### config.mk
export PLATFORM = sky130hd
export DESIGN_NAME = result_buffer
export DESIGN_NICKNAME = d
export VERILOG_FILES = /design/src/rtl/proj001_pkg.sv /design/src/rtl/rb_mem.sv /design/src/rtl/result_buffer.sv
export SDC_FILE = /design/constraint.sdc
export NUM_CORES = 1
export LEC_CHECK = 0
export BUFFER_PORTS_ARGS = -buffer_cell sky130_fd_sc_hd__buf_2
export CAP_MARGIN = 30
export CORE_MARGIN = 1
export CORE_UTILIZATION = 52
export DETAILED_ROUTE_END_ITERATION = 10
export GPL_TIMING_DRIVEN = 0
export PLACE_DENSITY = 0.75
export SKIP_LAST_GASP = 1
export SLEW_MARGIN = 20
export SYNTH_ARGS = -nofsm -noshare
export SYNTH_HDL_FRONTEND = slang
export SYNTH_HIERARCHICAL = 1
export SYNTH_SLANG_ARGS = --single-unit
### constraint.sdc
create_clock -name clock -period 2.5 [get_ports clock]
set_clock_uncertainty 0.2 [all_clocks]
set_input_delay 0.375 -clock clock [delete_from_list [all_inputs] [get_ports clock]]
set_output_delay 0.375 -clock clock [all_outputs]
set_load 0.005 [all_outputs]
### src/rtl/proj001_pkg.sv
// Shared definitions for the computation unit, the result buffer and their benches.
package proj001_pkg;

   localparam int RESULT_W = 5;
   localparam int DATA_W   = 4;
   localparam int RB_DEPTH = 8;

   localparam logic [1:0] OP_ADD = 2'd0;
   localparam logic [1:0] OP_SUB = 2'd1;
   localparam logic [1:0] OP_AND = 2'd2;
   localparam logic [1:0] OP_OR  = 2'd3;

   // Saturating increment for 16-bit event counters.
   function automatic logic [15:0] sat_inc16(input logic [15:0] value);
      logic [15:0] result;
      if (value == 16'hFFFF) begin
         result = 16'hFFFF;
      end else begin
         result = value + 16'd1;
      end
      return result;
   endfunction

endpackage

### src/rtl/rb_mem.sv
// Result buffer storage: DEPTH x WIDTH register array, one synchronous write
// port and one asynchronous read port. Contents are never reset.
module rb_mem #(
   parameter int WIDTH = 5,
   parameter int DEPTH = 8,
   parameter int AW    = $clog2(DEPTH)
) (
   input  logic             clock,
   input  logic             we,
   input  logic [AW-1:0]    waddr,
   input  logic [WIDTH-1:0] wdata,
   input  logic [AW-1:0]    raddr,
   output logic [WIDTH-1:0] rdata
);

   logic [WIDTH-1:0] mem_r [DEPTH];

   // Write port: store the incoming word at the write address.
   always_ff @(posedge clock) begin
      if (we) begin
         mem_r[waddr] <= wdata;
      end
   end

   assign rdata = mem_r[raddr];

endmodule

### src/rtl/result_buffer.sv
// First-word-fall-through result FIFO with occupancy and sticky overflow.
// Optional RESULT_BUFFER_STATS_EN adds total_cnt and max_result outputs.
module result_buffer
   import proj001_pkg::*;
#(
   parameter int WIDTH = RESULT_W,
   parameter int DEPTH = RB_DEPTH,
   localparam int AW   = $clog2(DEPTH)
) (
   input  logic             clock,
   input  logic             rst,
   input  logic             in_valid,
   input  logic [WIDTH-1:0] in_data,
   output logic             out_valid,
   input  logic             out_ready,
   output logic [WIDTH-1:0] out_data,
   output logic [AW:0]      count,
   output logic             full,
   output logic             empty,
   output logic             overflow,
   input  logic             ovf_clr
`ifdef RESULT_BUFFER_STATS_EN
   ,
   output logic [15:0]      total_cnt,
   output logic [WIDTH-1:0] max_result
`endif
);

   localparam logic [AW:0]   COUNT_FULL = (AW+1)'(DEPTH);
   localparam logic [AW:0]   COUNT_ONE  = (AW+1)'(1);
   localparam logic [AW-1:0] PTR_ONE    = AW'(1);

   logic [AW-1:0]    wr_ptr_r;
   logic [AW-1:0]    rd_ptr_r;
   logic [AW:0]      count_r;
   logic             ovf_r;
   logic             full_s;
   logic             empty_s;
   logic             push_s;
   logic             pop_s;
   logic             drop_s;
   logic             mem_we_s;
   logic [WIDTH-1:0] rdata_s;

   assign full_s  = (count_r == COUNT_FULL);
   assign empty_s = (count_r == {(AW+1){1'b0}});

   // Handshake decode; a pop frees the slot a push at full reuses.
   always_comb begin
      pop_s  = 1'b0;
      push_s = 1'b0;
      drop_s = 1'b0;
      if (!empty_s && out_ready) begin
         pop_s = 1'b1;
      end else begin
         pop_s = 1'b0;
      end
      if (in_valid && (!full_s || pop_s)) begin
         push_s = 1'b1;
      end else if (in_valid) begin
         drop_s = 1'b1;
      end else begin
         push_s = 1'b0;
         drop_s = 1'b0;
      end
   end

   // Nothing reaches the array during reset.
   assign mem_we_s = push_s && !rst;

   rb_mem #(
      .WIDTH (WIDTH),
      .DEPTH (DEPTH),
      .AW    (AW)
   ) u_mem (
      .clock (clock),
      .we    (mem_we_s),
      .waddr (wr_ptr_r),
      .wdata (in_data),
      .raddr (rd_ptr_r),
      .rdata (rdata_s)
   );

   // Pointer, occupancy and sticky overflow state.
   always_ff @(posedge clock) begin
      if (rst) begin
         wr_ptr_r <= {AW{1'b0}};
         rd_ptr_r <= {AW{1'b0}};
         count_r  <= {(AW+1){1'b0}};
         ovf_r    <= 1'b0;
      end else begin
         if (push_s) begin
            wr_ptr_r <= wr_ptr_r + PTR_ONE;
         end
         if (pop_s) begin
            rd_ptr_r <= rd_ptr_r + PTR_ONE;
         end
         if (push_s && !pop_s) begin
            count_r <= count_r + COUNT_ONE;
         end else if (pop_s && !push_s) begin
            count_r <= count_r - COUNT_ONE;
         end
         if (drop_s) begin
            ovf_r <= 1'b1;
         end else if (ovf_clr) begin
            ovf_r <= 1'b0;
         end
      end
   end

   // Unwritten storage is masked so an empty buffer always reads zero.
   assign out_valid = !empty_s;
   assign out_data  = empty_s ? {WIDTH{1'b0}} : rdata_s;
   assign count     = count_r;
   assign full      = full_s;
   assign empty     = empty_s;
   assign overflow  = ovf_r;

`ifdef RESULT_BUFFER_STATS_EN
   logic [15:0]      total_cnt_r;
   logic [WIDTH-1:0] max_result_r;

   // Accepted-push statistics; dropped words are not counted.
   always_ff @(posedge clock) begin
      if (rst) begin
         total_cnt_r  <= 16'd0;
         max_result_r <= {WIDTH{1'b0}};
      end else if (push_s) begin
         total_cnt_r <= sat_inc16(total_cnt_r);
         if (in_data > max_result_r) begin
            max_result_r <= in_data;
         end
      end
   end

   assign total_cnt  = total_cnt_r;
   assign max_result = max_result_r;
`endif

endmodule
## Word-level counts from Yosys, hierarchy flattened

Memory sizes are Yosys's and may differ from the RTL's. A register that Yosys moved wholly into a read port is not among the register bits.
Cells that the tools add are included.

- Bits in registers: 11
- RAM bits: 40
- Input bits: 10
- Output and inout port bits: 13
- Logic and storage cells: 37
- Memories kept: 1

- Add/subtract/negate cells: 4
- Equal/unequal tests: 1
- Multiplexer cells: 13
- Reduce and logical (&&, ||, !) cells: 14

Memories:

| name | words | bits a word | read ports | clocked after Yosys merged registers in | write ports | RTL line | text |
|---|---|---|---|---|---|---|---|
| u_mem.mem_r | 8 | 5 | 1 | 1 | 1 | rb_mem.sv:16 | `logic [WIDTH-1:0] mem_r [DEPTH];` |

Operators with widths:

| cell | count |
|---|---|
| $mux 1 | 8 |
| $mux 4 | 2 |
| $add 3x1->3 const B | 2 |
| $mux 3 | 2 |
| $logic_and 1x1->1 | 5 |
| $logic_not 1->1 | 5 |
| $mux 5 | 1 |
| $add 4x1->4 const B | 1 |
| $eq 4x4->1 const B | 1 |
| $logic_not 4->1 | 1 |
| $reduce_bool 2->1 | 2 |
| $sub 4x1->4 const B | 1 |
| $logic_or 1x1->1 | 1 |

## Logic depth before layout (Yosys ltp)

- Word-level depth: 11
- Gate-level depth with buffers: 10

## Hierarchy

The synthesis kept the hierarchy.

Modules (own cells, without submodules):

| module | instances | cells an instance | area each (um^2) | sequential area each (um^2) |
|---|---|---|---|---|
| rb_mem | 1 | 70 | 1,594.0 | 1,201.2 |
| result_buffer | 1 | 69 | 613.1 | 220.2 |

## Least setup slack after synthesis

Ideal clock, no wire load.

- Path type: register to register
- Start: register count_r[0] (netlist: count[0])
- End: register count_r[3] (netlist: count[3])
- Data arrival time: 2.499 ns
- Data required time: 2.179 ns
- Setup slack: -0.319 ns
- Cell stages (with the launch flop): 11
- Clock period less this slack: 2.819 ns
- Path through: dfxtp_1 > or4b_4 > o21ai_4 > inv_1 > ha_1 > inv_1 > ha_1 > a21oi_1 > a211oi_1 > a31oi_1 > mux2_2

- Word-level cells in the longest chain between the ends: 10

Ends and longest elaborated chain:

| what | RTL line | text |
|---|---|---|
| start, declared | result_buffer.sv:35 | `logic [AW:0] count_r;` |
| start signal, assigned | result_buffer.sv:89 | `count_r <= {(AW+1){1'b0}};` |
| start signal, assigned | result_buffer.sv:99 | `count_r <= count_r + COUNT_ONE;` |
| start signal, assigned | result_buffer.sv:101 | `count_r <= count_r - COUNT_ONE;` |
| $logic_not 4->1 | result_buffer.sv:46 | `assign empty_s = (count_r == {(AW+1){1'b0}});` |
| $logic_not 1->1 | result_buffer.sv:53 | `if (!empty_s && out_ready) begin` |
| $logic_and 1x1->1 | result_buffer.sv:53 |  |
| $mux 1 | result_buffer.sv:53 |  |
| $logic_or 1x1->1 * | result_buffer.sv:58 | `if (in_valid && (!full_s \|\| pop_s)) begin` |
| $logic_and 1x1->1 * | result_buffer.sv:58 |  |
| $mux 1 * | result_buffer.sv:58 |  |
| named net push_s | result_buffer.sv:39 | `logic push_s;` |
| $logic_not 1->1 | result_buffer.sv:100 | `end else if (pop_s && !push_s) begin` |
| $logic_and 1x1->1 | result_buffer.sv:100 |  |
| $reduce_bool 2->1 (no source line) | n/a |  |

Mark *: on every way through the listed nets, which the timed path passes. The rest lies on a longest branch. The select of a mux whose other input is x is not followed.
A chain may end at the register's enable or synchronous reset.

## Final worst setup path

Same ends and word-level chain as after synthesis.

==> results.txt <==
- At the worst endpoint, the required time is 2490 ps.
* Floorplan die height: ~67 µm
- Timing would allow up to 375 MHz.
- Status: finished, violations left
- Crit path launch type: flip-flop
* Most used standard cell by instance count after synthesis: sky130_fd_sc_hd__edfxtp_1
- After synthesis, the cell types taking the most area are sky130_fd_sc_hd__edfxtp_1 (54%), sky130_fd_sc_hd__mux4_1 (12%), sky130_fd_sc_hd__dfxtp_1 (10%).
* Pin count of the biggest net entering global routing: 19
- Top cell type by total area after synthesis: sky130_fd_sc_hd__edfxtp_1
- Clock transition at path regs: around 100 ps
- The first global-routing pass estimated about 6 mm of wire.
- Synth async-reset ratio: 0
- In this run the worst path has a maximum fanout of 3.
* Per-cell routed wire length: about 16 µm
- CTS tree: yes
* Final clock period utilization by the worst path: 1.07
* Post-synth EDFFs: 40
- Setup repair after global routing missed its margin: yes
* Hold path startpoint: rst
* Summed area of non-filler cells in the final layout: between 2000 and 3000 µm²
- Most common library cells after synthesis: sky130_fd_sc_hd__edfxtp_1 (40), sky130_fd_sc_hd__nor2_1 (20), sky130_fd_sc_hd__dfxtp_1 (11)
- At the worst endpoint, the arrival time is between 2000 and 3000 ps.
- IR analysis of the VDD net gives a maximum drop of 0.594 mV.
* Final weighted congestion of routability-driven global placement: approximately 0.73
- After global routing the overflow that remains totals 0.
- The initial utilization of the core area, before any placement, comes to 0.548.
* Leakage power figure: roughly 0.95 nW
* CTS root buffer: sky130_fd_sc_hd__clkbuf_8
- Number of hold-repair buffers added at the cts stage: 0
- The number of nets handed over by synthesis was about 160.
- Element type at the critical path end: flip-flop
* Worst setup slack after placement: -319 ps
- Initial antenna violation count: 0
- Measured along the x axis, the die boundary spans between 60 and 70 µm.
* Number of remaining DRC errors: 0
- Worst hold slack across all endpoints: 83.3 ps
- Switching share of total power: 0.298
* Max-slew violation count: 0
- After legalization and detailed placement, the total HPWL measured 2.57 mm.
- The finished layout holds around 220 standard cells, fillers aside.
* Endpoint of the worst-slack reg-to-reg timing path: count[3]
* Sink Count: slightly above 50
- Max Cap Viol: 0
- The critical path in this run is classified as reg2reg.
- In this run the count of I/O pins placed on the die edge is 23.
- Counting cells, the worst reg-to-reg path comes to 10.
* Post-Syn Instances: roughly 140
- The final route contains 1,219 vias.
* Vias in the first global route: between 1,000 and 1,500
* Min Tclk post-route: about 2700 ps
- For the worst-skew pair, the clock arrives at the later sink with an insertion delay of 300 ps.
- A synthesized cell averages roughly 16 µm².
- Number of CTS-inserted buffers: 5
* Switching power total: slightly below 0.0007 W
- For this run, the register share of the synthesized area comes to 0.644.
- Placeable Area: ~4000 µm²
- Post-synth top flop: sky130_fd_sc_hd__edfxtp_1
- After detailed placement, the design holds a cell count of about 210.
* Antenna-violating nets left: 0
- Die footprint: 4510 µm²
* Relative contribution of combinational cells to total power: 0.343
- Worst Tran Pin Value: 720 ps
- The checks that failed: setup timing.
- Buffers placed on the I/O ports in this run total 22.
- Vias per inst: 5.44
- The startpoint identified for the worst register-to-register timing path is count[0].
* Core occupancy in the finished layout: 0.642
- During synthesis, Yosys emitted a total of 6 warnings.
* Worst hold endpoint: rd_ptr_r[1]
- Total global routing track utilization: 0.192
* Maximum number of buffers from clock root to sink: 2
* Seq cells post-synth: 51
* Ratio of cells with drive above 1 in the final layout: 0.351
* Post-synthesis to final-layout area growth: 17.1%
- Setup slack on the worst reg-to-reg path comes out at -160 ps.
- Of the post-synthesis cell area, the dominant cell type holds 0.544.
* PD cells: approximately 900 nW/µm²
- Setup slack of the critical path after layout: -164 ps
- In this run the worst hold path is classified as in2reg.
* Site Rows: 23
- Once placement finished, the instance area stood at between 2000 and 2500 µm².
- Area of the mapped netlist: about 2200 µm²
- Internal power component: ~0.0016 W
- Number of antenna repair diodes: 0
* NumNets Final: roughly 190
* Share of power burned in registers: 0.452
* Hold Path Cell Cnt: 2
- Total detailed-routing wirelength: between 3 and 4 mm
- Iter 0 DRT Violations: 70
* Number of inserted filler cells in the final layout: around 300
- Number of failing hold endpoints at the final stage: 0
* Slew headroom: 0.517
* Synth cell types: 27
- Setup violations remaining at the end of the flow were counted as 6.
- Part of the total power dissipated in the clock network: 0.205
- The pre-antenna-repair detailed-routing pass consisted of 4 iterations.
* H-Tree Depth: 2
==> through the flow <==
step	total power [W]	TNS, ps
final	0.00232	-289
after global routing	0.00248	-915
after CTS	0.00231	-255
after detailed placement	0.00174	-369
after global placement	0.00170	-246
after floorplan	0.00153	-151
==> how the worst max path moves through the flow <==
stage	start	to	slack, ps	cells after the start
6_report	count[0]	count[3]	-160	10
5_1_grt	count[0]	count[3]	-260	10
4_1_cts	count[0]	count[3]	-160	10
3_5_place_dp	count[2]	count[3]	-320	10
3_3_place_gp	count[2]	count[3]	-250	10
2_1_floorplan	count[2]	count[3]	-150	10
==> routing by layer <==
metal / global-route usage / vias to the layer above / part of all wire
met1: 0.264 / 585 / 0.45
met4: 0.0559 / 0 / 0.010
met5: 0 / - / 0
met2: 0.304 / 37 / 0.50
met3: 0.0507 / 4 / 0.044
li1: - / 593 / -
==> cell usage in the layout (no fill, tap or decap), drive strengths merged <==
cell type,synthesis,final
mux2,6,6
nor3,2,2
inv,4,6
dfxtp,11,11
clkinv,0,1
xor2,5,5
mux2i,2,2
ha,5,5
mux4,10,10
edfxtp,40,40
buf,3,31
a211oi,1,1
and2,5,5
nor2b,2,2
nand2,4,4
fa,1,1
nor2,20,20
or4,1,1
a31oi,1,1
nand3,3,3
o211ai,1,1
nand2b,3,3
xnor2,1,1
o21ai,1,1
clkbuf,2,6
a21oi,4,4
or4b,1,1
==> logic make-up (layout without fill, tap and decap cells) <==
family / Yosys count / in the layout / synth area share
adders and majority gates: 6 / 6 / 0.0374
buffers and inverters: 9 / 44 / 0.0198
AOI/OAI and AO/OA: 8 / 8 / 0.0261
DFF: 51 / 51 / 0.644
xor gates and xnor gates: 6 / 6 / 0.0238
muxes: 18 / 18 / 0.159
and+or+nand+nor: 41 / 41 / 0.0901
==> worst max-delay path, cell delays in order (launching register included) <==
cell and delay, ps:
sky130_fd_sc_hd__dfxtp_4 360, sky130_fd_sc_hd__or4b_4 560, sky130_fd_sc_hd__o21ai_4 160, sky130_fd_sc_hd__inv_2 60, sky130_fd_sc_hd__ha_4 170, sky130_fd_sc_hd__inv_4 60
sky130_fd_sc_hd__ha_4 210, sky130_fd_sc_hd__a21oi_4 170, sky130_fd_sc_hd__a211oi_2 80, sky130_fd_sc_hd__a31oi_1 180, sky130_fd_sc_hd__mux2_2 350
==> final cells by class <==
| cell class | instances | area (µm²) | area share |
|---|---|---|---|
| flip-flops and latches | 51 | 1430 | 0.554 |
| multi-input cells | 79 | 791 | 0.306 |
| repair buffers | 28 | 155 | 0.0600 |
| clock buffers | 5 | 68.8 | 0.0266 |
| well taps | 50 | 62.6 | 0.0242 |
| plain buffers | 4 | 31.3 | 0.0121 |
| clock inverters | 3 | 26.3 | 0.0102 |
| inverters | 4 | 17.5 | 0.00678 |
==> state kept, by name, indices dropped and copies added (netlist names) <==
name,cells
count,4
overflow,1
rd_ptr_r,3
u_mem/mem_r,40
wr_ptr_r,3
==> what timing repair did <==
action / 4_1_cts / 5_1_grt
gates resized for setup: 14 / 3
endpoints found under the setup margin: 7 / 8
pin swaps: 5 / 1
cloned: 1 / 0
buffers inserted: 5 / 0
==> power by group through the flow <==
stage	clock network (W)	logic [W]	registers [W]
final	0.000477	0.000796	0.00105
after global routing	0.000529	0.000886	0.00106
after CTS	0.000486	0.000780	0.00105
after detailed placement	0	0.000676	0.00106
after global placement	0	0.000645	0.00106
after floorplan	0	0.000481	0.00105
Power figures use the tool's default switching activity.
